File: src/rtl/decryption_pkg.sv
// decryption_pkg: shared types and constants for the decryption switch
// sequencing logic (controller state encoding and engine select codes).
package decryption_pkg;

  typedef enum logic [1:0] {
    IDLE   = 2'd0,
    DRAIN  = 2'd1,
    COMMIT = 2'd2
  } state_t;

  typedef logic [1:0] sel_t;

  localparam sel_t SEL_CAESAR  = 2'd0;
  localparam sel_t SEL_SCYTALE = 2'd1;
  localparam sel_t SEL_ZIGZAG  = 2'd2;
  localparam sel_t SEL_INVALID = 2'd3;

  // Engine select codes the datapath can actually route to.
  function automatic logic sel_is_valid(input sel_t sel);
    return sel != SEL_INVALID;
  endfunction

endpackage

File: src/rtl/decryption_switch_ctrl_drain_monitor.sv
// drain_monitor: watches the decryption datapath activity while a
// reconfiguration is pending. Counts consecutive quiet cycles and, when
// DECRYPTION_SWITCH_TIMEOUT_EN is defined, the total number of drain cycles.
// Without the macro, timed_out is tied low and no timeout counter exists.
module drain_monitor #(
  parameter int QUIET_CYCLES  = 4,
  parameter int DRAIN_TIMEOUT = 64,
  parameter int CNT_WIDTH     = 8
) (
  input  logic clk_sys,
  input  logic rst,
  input  logic valid_in,
  input  logic valid_out,
  input  logic engine_busy,
  input  logic clear,
  output logic drained,
  output logic timed_out
);

  localparam logic [CNT_WIDTH-1:0] QUIET_LAST = CNT_WIDTH'(QUIET_CYCLES - 1);

  // Reject parameter sets that would make the drain window meaningless.
  if ((QUIET_CYCLES < 1) || (DRAIN_TIMEOUT <= QUIET_CYCLES)) begin : g_bad_params
    $error("drain_monitor: need QUIET_CYCLES >= 1 and DRAIN_TIMEOUT > QUIET_CYCLES");
  end

  logic                 quiet;
  logic [CNT_WIDTH-1:0] qcnt;

  assign quiet = !valid_in && !valid_out && !engine_busy;

  // Consecutive-quiet counter; any activity restarts the window.
  always_ff @(posedge clk_sys or posedge rst) begin
    if (rst) begin
      qcnt <= '0;
    end else if (clear || !quiet) begin
      qcnt <= '0;
    end else if (qcnt != QUIET_LAST) begin
      qcnt <= qcnt + 1'b1;
    end
  end

  // Drained on the cycle that completes the required quiet run.
  assign drained = quiet && (qcnt == QUIET_LAST);

`ifdef DECRYPTION_SWITCH_TIMEOUT_EN
  localparam logic [CNT_WIDTH-1:0] TIMEOUT_LAST = CNT_WIDTH'(DRAIN_TIMEOUT - 1);

  logic [CNT_WIDTH-1:0] tcnt;

  // Total drain-cycle counter, independent of activity.
  always_ff @(posedge clk_sys or posedge rst) begin
    if (rst) begin
      tcnt <= '0;
    end else if (clear) begin
      tcnt <= '0;
    end else if (tcnt != TIMEOUT_LAST) begin
      tcnt <= tcnt + 1'b1;
    end
  end

  assign timed_out = (tcnt == TIMEOUT_LAST);
`else
  assign timed_out = 1'b0;
`endif

endmodule

File: src/rtl/decryption_switch_ctrl.sv
// decryption_switch_ctrl: serialises cipher reconfiguration on the
// decryption path. A change request stalls the input side, waits for the
// demux/engine/mux datapath to drain, then commits select and key together.
// Optional: DECRYPTION_SWITCH_TIMEOUT_EN adds a drain timeout with abort.
//
// state  | meaning
// -------+------------------------------------------------------------
// IDLE   | no change pending, input side free, waiting for req_i
// DRAIN  | change pending, input held, waiting for a quiet datapath
// COMMIT | done_o high; pending select/key written at this state's exit
module decryption_switch_ctrl
  import decryption_pkg::*;
#(
  parameter int REG_WIDTH     = 16,
  parameter int QUIET_CYCLES  = 4,
  parameter int DRAIN_TIMEOUT = 64,
  parameter int CNT_WIDTH     = 8
) (
  input  logic                 clk_sys,
  input  logic                 rst,
  input  logic                 req_i,
  input  logic [1:0]           req_select_i,
  input  logic [REG_WIDTH-1:0] req_key_i,
  input  logic                 valid_in_i,
  input  logic                 valid_out_i,
  input  logic                 engine_busy_i,
  output logic                 hold_o,
  output logic [1:0]           select_o,
  output logic [REG_WIDTH-1:0] caesar_key_o,
  output logic [REG_WIDTH-1:0] scytale_key_o,
  output logic [REG_WIDTH-1:0] zigzag_key_o,
  output logic                 done_o,
  output logic                 error_o
);

  state_t               state;
  sel_t                 pend_sel;
  logic [REG_WIDTH-1:0] pend_key;
  logic [REG_WIDTH-1:0] cur_key;
  logic                 req_valid;
  logic                 req_noop;
  logic                 mon_clear;
  logic                 drained;
  logic                 timed_out;

  // Counters only run while a change is actually draining.
  assign mon_clear = (state != DRAIN);

  drain_monitor #(
    .QUIET_CYCLES (QUIET_CYCLES),
    .DRAIN_TIMEOUT(DRAIN_TIMEOUT),
    .CNT_WIDTH    (CNT_WIDTH)
  ) u_drain_monitor (
    .clk_sys    (clk_sys),
    .rst        (rst),
    .valid_in   (valid_in_i),
    .valid_out  (valid_out_i),
    .engine_busy(engine_busy_i),
    .clear      (mon_clear),
    .drained    (drained),
    .timed_out  (timed_out)
  );

  // Key currently in force for the committed engine, for no-op detection.
  always_comb begin
    cur_key = '0;
    case (select_o)
      SEL_CAESAR:  cur_key = caesar_key_o;
      SEL_SCYTALE: cur_key = scytale_key_o;
      SEL_ZIGZAG:  cur_key = zigzag_key_o;
      default:     cur_key = '0;
    endcase
  end

  assign req_valid = sel_is_valid(req_select_i);
  assign req_noop  = req_valid && (req_select_i == select_o) && (req_key_i == cur_key);

  // Sequencer: all outputs registered; done_o follows COMMIT, error_o pulses.
  always_ff @(posedge clk_sys or posedge rst) begin
    if (rst) begin
      state         <= IDLE;
      pend_sel      <= SEL_CAESAR;
      pend_key      <= '0;
      select_o      <= SEL_CAESAR;
      caesar_key_o  <= '0;
      scytale_key_o <= '0;
      zigzag_key_o  <= '0;
      hold_o        <= 1'b0;
      done_o        <= 1'b0;
      error_o       <= 1'b0;
    end else begin
      done_o  <= 1'b0;
      error_o <= 1'b0;
      case (state)
        IDLE: begin
          hold_o <= 1'b0;
          if (req_i) begin
            if (!req_valid) begin
              error_o <= 1'b1;
            end else begin
              pend_sel <= req_select_i;
              pend_key <= req_key_i;
              hold_o   <= 1'b1;
              if (req_noop) begin
                // Nothing to flush: the rewrite cannot change the datapath.
                state  <= COMMIT;
                done_o <= 1'b1;
              end else begin
                state <= DRAIN;
              end
            end
          end
        end

        DRAIN: begin
          hold_o <= 1'b1;
          if (req_i) begin
            if (!req_valid) begin
              error_o <= 1'b1;
            end else begin
              // Latest request wins; the drain window keeps running.
              pend_sel <= req_select_i;
              pend_key <= req_key_i;
            end
          end
          if (drained) begin
            state  <= COMMIT;
            done_o <= 1'b1;
          end else if (timed_out) begin
            state   <= IDLE;
            hold_o  <= 1'b0;
            error_o <= 1'b1;
          end
        end

        COMMIT: begin
          // Select and the addressed key change together, exactly once.
          select_o <= pend_sel;
          case (pend_sel)
            SEL_CAESAR:  caesar_key_o  <= pend_key;
            SEL_SCYTALE: scytale_key_o <= pend_key;
            SEL_ZIGZAG:  zigzag_key_o  <= pend_key;
            default:     ;
          endcase
          state  <= IDLE;
          hold_o <= 1'b0;
          if (req_i) begin
            error_o <= 1'b1;
          end
        end

        default: begin
          state  <= IDLE;
          hold_o <= 1'b0;
        end
      endcase
    end
  end

endmodule

File: config.mk
export PLATFORM = sky130hd
export DESIGN_NAME = decryption_switch_ctrl
export DESIGN_NICKNAME = d
export VERILOG_FILES = /design/src/rtl/decryption_pkg.sv /design/src/rtl/decryption_switch_ctrl_drain_monitor.sv /design/src/rtl/decryption_switch_ctrl.sv
export SDC_FILE = /design/constraint.sdc
export NUM_CORES = 1
export LEC_CHECK = 0
export ABC_AREA = 1
export ABC_CLOCK_PERIOD_IN_PS = 6900
export CORE_MARGIN = 5
export CORE_UTILIZATION = 68
export CTS_CLUSTER_DIAMETER = 200
export DETAILED_ROUTE_END_ITERATION = 10
export DONT_BUFFER_PORTS = 1
export GPL_ROUTABILITY_DRIVEN = 0
export GPL_TIMING_DRIVEN = 0
export PLACE_DENSITY_LB_ADDON = 0.15
export SLEW_MARGIN = 20
export SYNTH_ARGS = -nofsm -noshare
export SYNTH_HDL_FRONTEND = slang
export SYNTH_HIERARCHICAL = 1
export SYNTH_SLANG_ARGS = --single-unit
File: constraint.sdc
create_clock -name clk_sys -period 6.9 [get_ports clk_sys]
set_input_delay 1.035 -clock clk_sys [delete_from_list [all_inputs] [get_ports clk_sys]]
set_output_delay 1.035 -clock clk_sys [all_outputs]
set_load 0.02 [all_outputs]
[Yosys cells after proc, flatten, opt, wreduce, memory -nomap -nowiden]
Index checks and enable logic that the tools add are counted.
Word-level totals
  register bits: 81
  bits in latches: 0
  RAM bits: 0
  bits in read-only memories: 0
  logic and storage cells: 67
  memories kept: 0
Operators by class
  add/sub/neg operators: 1
  multiply operators: 0
  divide/modulo/power cells: 0
  $lt $le $gt $ge: 0
  equal/unequal tests: 15
  shifts and indexed selects: 0
  multiplexer cells: 20
  bitwise logic cells: 0
  reductions and logical operators: 20
Operators by type and width (count)
  16-bit one-hot mux with 3 select lines: 1
  16-bit == test: 1
  8-bit 2-to-1 mux: 2
  1-bit 2-to-1 mux: 9
  8-bit by 1-bit adder with 8-bit output (second input constant): 1
  8-bit by 2-bit == test with 1-bit output (second input constant): 1
  2-bit 2-to-1 mux: 4
  2-bit inequality test (second input constant): 4
  8-bit by 2-bit inequality test with 1-bit output (second input constant): 1
  2-bit by 1-bit == test with 1-bit output (second input constant): 3
  2-bit == test (second input constant): 3
  2-bit logical NOT: 3
  1-bit one-hot mux with 2 select lines: 3
  2-bit AND reduction: 3
  3-bit AND reduction: 2
  1-bit logical AND: 5
  1-bit logical NOT: 4
  2-bit one-hot mux with 2 select lines: 1
  2-bit == test: 1
  2-bit by 1-bit inequality test with 1-bit output (second input constant): 1
  2-bit nonzero test: 1
  2-bit OR reduction: 1
  1-bit logical OR: 1

[Depth between registers and ports, before layout]
Gate-level depths: netlist of run 1.
  depth after elaboration: 8
  gate-level depth with buffers: 14
  gate-level depth less buffers: 13

[By module]
Netlist of run 1, hierarchy kept.
By module, submodules not included
  decryption_switch_ctrl: instances 1, cells an instance 422, area each 3367.0 um^2, sequential area each 1826.8 um^2
  drain_monitor: instances 1, cells an instance 75, area each 523.0 um^2, sequential area each 200.2 um^2

[Worst setup path after synthesis of run 1]
OpenSTA, ideal clock, no wires.
  path type: input port to flip-flop
  start: input port req_select_i[0]
  end: register state[0]
  library setup time: 0.116 ns
  arrival: 1.689 ns
  slack: 5.094 ns
  stages: 11
  buffers on the path: 0
  path through: inv_1 -> nand2_1 -> o211ai_1 -> a21oi_1 -> nand2_1 -> nor2_1 -> nand2_1 -> nor2_2 -> nand2_1 -> nand2_1 -> nand2_1
On the way
  word-level cells in the longest chain between the ends: 7
  elaborated cells between the ends (all ways): 10
Ends and longest elaborated chain
  from (decl): RTL line decryption_switch_ctrl.sv:22  | input logic [1:0] req_select_i,
  2-bit inequality test / 2-bit == test (equally long branches): RTL line decryption_pkg.sv:20, decryption_switch_ctrl.sv:76
  1-bit logical AND (2 in series): RTL line decryption_switch_ctrl.sv:76  | assign req_noop = req_valid && (req_select_i == select_o) && (req_key_i == cur_key);
  2-bit 2-to-1 mux: RTL line decryption_switch_ctrl.sv:104  | if (req_noop) begin
  2-bit 2-to-1 mux: RTL line decryption_switch_ctrl.sv:98  | if (!req_valid) begin
  2-bit 2-to-1 mux: RTL line decryption_switch_ctrl.sv:97  | if (req_i) begin
  2-bit one-hot mux with 2 select lines: RTL line decryption_switch_ctrl.sv:94  | case (state)
  to (signal assigned): RTL line decryption_switch_ctrl.sv:106  | state <= COMMIT;
  to (signal assigned): RTL line decryption_switch_ctrl.sv:109  | state <= DRAIN;
  to (signal assigned): RTL line decryption_switch_ctrl.sv:127  | state <= COMMIT;
  to (decl): RTL line decryption_switch_ctrl.sv:36  | state_t state;
Parallel ways exist; a longest one is shown, timed or not. The select of a mux whose other input is x is not followed.
A chain may end at the register's enable or synchronous reset.

[Final worst setup path of run 1]
  start: register select_o[1]
  end: register state[0]
On the way
  word-level cells in the longest chain between the ends: 8
  elaborated cells between the ends (all ways): 12
Ends and longest elaborated chain
  from (decl): RTL line decryption_switch_ctrl.sv:28  | output logic [1:0] select_o,
  from (signal assigned): RTL line decryption_switch_ctrl.sv:138  | select_o <= pend_sel;
  2-bit == test (tied with other cells): RTL line decryption_switch_ctrl.sv:67  | case (select_o)
  16-bit one-hot mux with 3 select lines: RTL line decryption_switch_ctrl.sv:67
  16-bit == test: RTL line decryption_switch_ctrl.sv:76
  1-bit logical AND *: RTL line decryption_switch_ctrl.sv:76
  2-bit 2-to-1 mux *: RTL line decryption_switch_ctrl.sv:104
  2-bit 2-to-1 mux *: RTL line decryption_switch_ctrl.sv:98
  2-bit 2-to-1 mux *: RTL line decryption_switch_ctrl.sv:97
  2-bit one-hot mux with 2 select lines *: RTL line decryption_switch_ctrl.sv:94
Mark *: on every way between the ends. The rest lies on a longest branch, timed or not. The select of a mux whose other input is x is not followed.

==> impl_metrics.json, run 1 <==
{
  "synth.most_common_cell": "nand2_1",
  "synth_edf_count": 0,
  "ir_worst_vdd_mv": 0.168,
  "synth_top_cell_by_area": "dfrtp_1",
  "vias_per_cell": 6.01,
  "path_common_cell": "nand2_1",
  "p_total_uw": 902,
  "nets": 534,
  "cts_tree": "built",
  "critPathSlowestCell": "dfrtp_1",
  "cts_buffers": 9,
  "dp_slack_ns": 4.69,
  "fin_hold_ws_ns": 0.485,
  "syn_area_per_cell_sq_um": 7.83,
  "drt-met1-wl_microns": 3970,
  "crit_path_cell_trace": "inv_2 > nor2_2 > nand2_1 > nand4_1 > nand2_1 > nor2_1 > nand3_1 > nor2_2 > nand2_1 > nand2_1 > nand2_1",
  "drc": 0,
  "antenna_cells": 0,
  "synth.area.top_cells": "dfrtp_1 52%, nand2_1 15%, o21ai_0 8.7%",
  "setup_violations": 0,
  "max_slew.worst_pin.slew_ns": 0.641,
  "fin_crit_ns": 2.12,
  "crit_family": "simple AND/OR/NAND/NOR gates",
  "syn_inst": 497,
  "cts-root-buf": "clkbuf_8",
  "grt_util_all_layers_pct": 30.2,
  "num_vias": 3521,
  "outcome": "completed",
  "cts_sinks": 81,
  "tns_ns": 0,
  "skew_ns": 0.00779,
  "slowest_delay_ns": 0.57,
  "top_layer": "met4",
  "maxSlewHeadroom_pct": 57.3,
  "core-area_sq_mm": 0.00554,
  "placementRows": 27,
  "grt_pass1_wl_microns": 17100,
  "place_area_sq_mm": 0.00400,
  "grt_overflow_total": 0,
  "io_pins": 77,
  "final.period_utilization_pct": 30.7,
  "cap_violations": 0,
  "yosysWarnings": 6,
  "critical_path_class": "flop to flop",
  "cts.repair.resized": 0,
  "nFillCells": 428,
  "r2r_setup_slack_ns": 4.78,
  "rsz0062_at_grt": "no",
  "synth_async_sr_flop_share_pct": 100,
  "hold_path.class": "flop to flop",
  "yosysTopAreaCellShare_pct": 52.1,
  "drv_slew": 0,
  "cp_max_fo": 7,
  "crit_buf_inv": 1,
  "clockBufferDepth": 2,
  "dieArea_sq_mm": 0.00733,
  "cp.arrival_ns": 2.36,
  "die_y_microns": 85.6,
  "synthFlopType": "dfrtp_1",
  "hold_violations": 0,
  "start_util_pct": 70.2,
  "cts.clk_slew.worst_paths_ns": 0.08,
  "finalWirelength_microns": 10500,
  "htreeDepth": 3,
  "grt_pass1_vias": 3482,
  "synth_fp_nets": 522,
  "p_leak_uw": 0.00207,
  "syn2layout_area_growth_pct": 7.91,
  "drtIter0Drc": 410,
  "grt_start_max_net_pins": 46,
  "wl_per_cell_microns": 17.9,
  "worst_slack_ns": 4.78,
  "cp.required_ns": 7.15,
  "port_buffers": 0,
  "die_w_microns": 85.6,
  "power_density_mw_per_mm2": 215,
  "ys_seq_area_share_pct": 52.1,
  "wl_met2_microns": 4940,
  "synth_seq_cells": 81,
  "fmax_mhz": 472,
  "netlist_top_cells_count": "157 x nand2_1, 81 x dfrtp_1, 68 x o21ai_0, 54 x inv_1, 47 x nand3_1",
  "cp-end-kind": "flop",
  "design_area_sq_mm": 0.00420,
  "wl_met3_microns": 1380,
  "synth_cell_types": 25,
  "antenna_found_initial": 0,
  "drive_above_1_share_pct": 7.20,
  "post_cts_buffers": 0,
  "synth_area_sq_mm": 0.00389,
  "hold_buffers": 0,
  "hpwlAfterDp_microns": 7410,
  "insertion_delay_ns": 0.35,
  "drtAntennaViolNets": 0,
  "dr.pass1.iters": 6,
  "worst_setup_path_start_kind": "flop"
}
==> registers in the layout, summed over array words and instances (netlist names), 2 cells and up <==
name / flops
caesar_key_o: 16
pend_key: 16
scytale_key_o: 16
zigzag_key_o: 16
u_drain_monitor/qcnt: 8
pend_sel: 2
select_o: 2
state: 2
==> power breakdown <==
group | leakage [uW] | switching (uW) | total [uW] | internal (uW)
logic | 0.000870 | 41.4 | 57.4 | 16.0
registers | 0.00110 | 11.8 | 501 | 489
clock network | 0.000102 | 169 | 344 | 175
==> kinds of logic (layout without fill, tap and decap cells) <==
kind of cell	count (synthesis)	after routing	share of synthesized area, %
adders and majority gates	1	1	0.322
other	1	1	0.0964
xor gates and xnor gates	4	4	0.901
and+or+nand+nor	258	258	28.3
AOI/OAI and AO/OA	77	77	10.1
DFF	81	81	52.1
buffers and inverters	75	92	8.14
==> placed cells by master, fill, tap and decap left out, drive strengths merged, types with 3 or more instances in the layout <==
cell type | Yosys | final
a21oi | 5 | 5
clkbuf | 12 | 22
nand3 | 47 | 47
clkinv | 0 | 4
buf | 7 | 8
nor2 | 38 | 38
dfrtp | 81 | 81
inv | 56 | 56
xor2 | 3 | 3
nand2 | 158 | 158
nand4 | 14 | 14
o21ai | 70 | 70
==> area by class of cell <==
type / instances / area, sq um / share of cell area, %
Timing Repair Buffer: 1 / 20.0 / 0.477
Tap cell: 72 / 90.1 / 2.15
Buffer: 19 / 106 / 2.53
Sequential cell: 81 / 2030 / 48.3
Multi-Input combinational cell: 341 / 1550 / 36.8
Clock inverter: 6 / 57.6 / 1.37
Clock buffer: 10 / 138 / 3.28
Inverter: 56 / 213 / 5.07
==> final timing paths <==
check,depth (start not counted),startpoint,end
max in group asynchronous,2,rst,caesar_key_o[1]$_DFFE_PP0P_
hold reg to reg,2,pend_key[12]$_DFFE_PP0P_,pend_key[12]$_DFFE_PP0P_
hold / removal,2,pend_key[12]$_DFFE_PP0P_,pend_key[12]$_DFFE_PP0P_
min in group asynchronous,1,rst,u_drain_monitor/qcnt[6]$_DFFE_PP0P_
setup / recovery,11,select_o[1]$_DFFE_PP0P_,state[0]$_DFFE_PP0P_
setup reg to reg,11,select_o[1]$_DFFE_PP0P_,state[0]$_DFFE_PP0P_
==> tightest hold or removal path: stages (launching register included) <==
cell     delay (ns)
dfrtp_1        0.35
nand2_1        0.05
o21ai_0        0.05
==> per-stage QoR <==
stage                     utilization (%)  cells
after floorplan                         -    497
after global placement               71.8    569
after detailed placement             72.2    570
after CTS                            75.8    586
after global routing                 75.8    586
final                                75.8    586
==> routing by layer <==
layer | vias to the layer above | track usage [%]
li1 | 1614 | -
met1 | 1669 | 37.7
met2 | 208 | 49.4
met3 | 30 | 11.6
met4 | 0 | 8.49
met5 | - | 0
No activity file was read; power rests on OpenSTA's default activity.
==> inputs of run 2 (changes only) <==
ABC_CLOCK_PERIOD_IN_PS = 1800   (was 6900)
CORE_UTILIZATION = 57   (was 68)
clock period = 1.8 ns   (was 6.9 ns; I/O delays follow)
==> run 2 against run 1 <==
Effect of this change: critical path type unchanged; critical path depth increased by 1; die area increased by 17%; clock skew about the same; maximum frequency increased by 14%; cell count increased by 2.6%; routed wire length increased by 2.3%; first-iteration DRC count decreased by 30%; clock-buffer cell count increased by 2; via count decreased by 2.9%; largest power group unchanged; the run now ends with setup timing left; largest cell class unchanged.
==> impl_metrics.json, run 2 (synthesis results as in run 1) <==
{
  "finalWirelength_microns": 10800,
  "nFillCells": 562,
  "drv_slew": 0,
  "dieArea_sq_mm": 0.00858,
  "grt_pass1_vias": 3389,
  "setup_violations": 3,
  "cp.arrival_ns": 2.10,
  "hold_violations": 0,
  "wl_per_cell_microns": 17.9,
  "dr.pass1.iters": 5,
  "vias_per_cell": 5.69,
  "violations": "setup timing",
  "cp-end-kind": "flop",
  "dp_slack_ns": -0.308,
  "maxSlewHeadroom_pct": 55.7,
  "grt_util_all_layers_pct": 25.8,
  "cts_buffers": 9,
  "grt_overflow_total": 0,
  "num_vias": 3420,
  "design_area_sq_mm": 0.00441,
  "cp_max_fo": 6,
  "mostFrequentLayoutCell": "nand2_1",
  "power.switching_uw": 825,
  "cts_tree": "built",
  "skew_ns": 0.00749,
  "drc": 0,
  "htreeDepth": 3,
  "worst_slack_ns": -0.0529,
  "ir_worst_vdd_mv": 0.408,
  "mostFrequentLayoutCells": "153 x nand2_1, 79 x dfrtp_1, 68 x o21ai_0",
  "clockBufferDepth": 2,
  "outcome": "finished with violations",
  "syn2layout_area_growth_pct": 13.4,
  "fin_hold_ws_ns": 0.0559,
  "nets": 544,
  "worst_setup_path_start_kind": "flop",
  "drtAntennaViolNets": 0,
  "port_buffers": 0,
  "cts.clk_slew.worst_paths_ns": 0.08,
  "p_seq_share_pct": 56.6,
  "clockPowerShare_pct": 36.7,
  "drive_above_1_share_pct": 11.1,
  "rsz0062_at_grt": "yes",
  "cap_violations": 0,
  "fin_crit_ns": 1.85,
  "cp.required_ns": 2.05,
  "p_total_uw": 3390,
  "die_y_microns": 92.6,
  "core-area_sq_mm": 0.00672,
  "hpwlAfterDp_microns": 7450,
  "antenna_cells": 0,
  "switching_share_pct": 24.3,
  "cts_sinks": 81,
  "grt_pass1_wl_microns": 17100,
  "cp-startpoint": "select_o[0]$_DFFE_PP0P_",
  "comb_power_share_pct": 6.7,
  "cts-root-buf": "clkbuf_8",
  "die_w_microns": 92.6,
  "fmax_mhz": 540,
  "hold_path.class": "input port to flop",
  "placementRows": 30,
  "max_slew.worst_pin.slew_ns": 0.664,
  "intPower_uw": 2570,
  "antenna_found_initial": 0,
  "tns_ns": -0.137,
  "final.period_utilization_pct": 103,
  "power_density_mw_per_mm2": 769,
  "rr_startpoint": "select_o[0]$_DFFE_PP0P_",
  "hold_start": "req_i",
  "start_util_pct": 57.9,
  "p_leak_uw": 0.00215,
  "drtIter0Drc": 287,
  "critical_path_class": "flop to flop",
  "io_pins": 77,
  "insertion_delay_ns": 0.36,
  "grt_start_max_net_pins": 29,
  "place_area_sq_mm": 0.00404
}
[run 2: changes by cell type in the layout (fill, tap and decap cells not counted), sizes merged]
cell	previous run	this run
dlygate4sd3	0	1
bufbuf	0	1
clkbuf	22	24
buf	8	16
inv	56	55
clkinv	4	0
[run 2: through the flow]
step	cells	util (%)
after floorplan	497	-
after global placement	577	59.4
after detailed placement	579	60.1
after CTS	597	64.3
after global routing	601	65.7
final	601	65.7
[run 2: critical path: stages, from the launching register on]
cell and delay, ns:
dfrtp_2 0.53, nor2_4 0.20, buf_6 0.14, buf_6 0.12, nand2_2 0.05, nand4_1 0.09, nand2_1 0.06, nor2_1 0.13
nand3_2 0.14, nor2_4 0.13, nand2_1 0.05, nand2_1 0.06, nand2_1 0.04
[run 2: area by class of cell]
cell class / count / area, sq um / area share [%]
inverters: 56 / 219 / 4.96
plain buffers: 19 / 130 / 2.95
repair buffers: 11 / 166 / 3.77
flip-flops and latches: 81 / 2030 / 46.0
clock buffers: 12 / 135 / 3.06
multi-input cells: 341 / 1600 / 36.3
well taps: 80 / 100 / 2.27
clock inverters: 1 / 30.0 / 0.681
[run 2: what timing repair did]
item | CTS | global route
setup buffers | 3 | 4
pin swaps | 6 | 15
cloned | 1 | 0
resized for setup | 15 | 23
hold buffers | 1 | 0
endpoints found under the hold margin | 29 | 0
endpoints found under the setup margin | 3 | 26
[run 2: routing by layer]
metal | track usage, % | wire length [microns] | share of wire (%)
met3 | 8.69 | 1140 | 11
met4 | 9.52 | 189 | 1.8
met2 | 41.1 | 5060 | 47
met5 | 0 | 0 | 0
met1 | 32.9 | 4360 | 41
[run 2: path summary, 6_finish.rpt]
check                                                           end  slack (ns)  cells past startpoint
worst max-delay path                           state[0]$_DFFE_PP0P_       -0.05                     12
worst min-delay path                              error_o$_DFF_PP0_        0.06                      2
worst max register to register                 state[0]$_DFFE_PP0P_       -0.05                     12
worst min register to register             pend_key[13]$_DFFE_PP0P_        0.49                      2
max in group asynchronous               zigzag_key_o[9]$_DFFE_PP0P_        0.81                      3
min in group asynchronous       u_drain_monitor/qcnt[5]$_DFFE_PP0P_        0.36                      2
[run 2: power groups by stage]
stage	combinational [uW]	sequential [uW]	clock (uW)
global placement	204	1950	0
CTS	228	1920	1240
global route	265	1930	1330
finish	227	1920	1240
detailed placement	222	1950	0
floorplan	159	1940	0
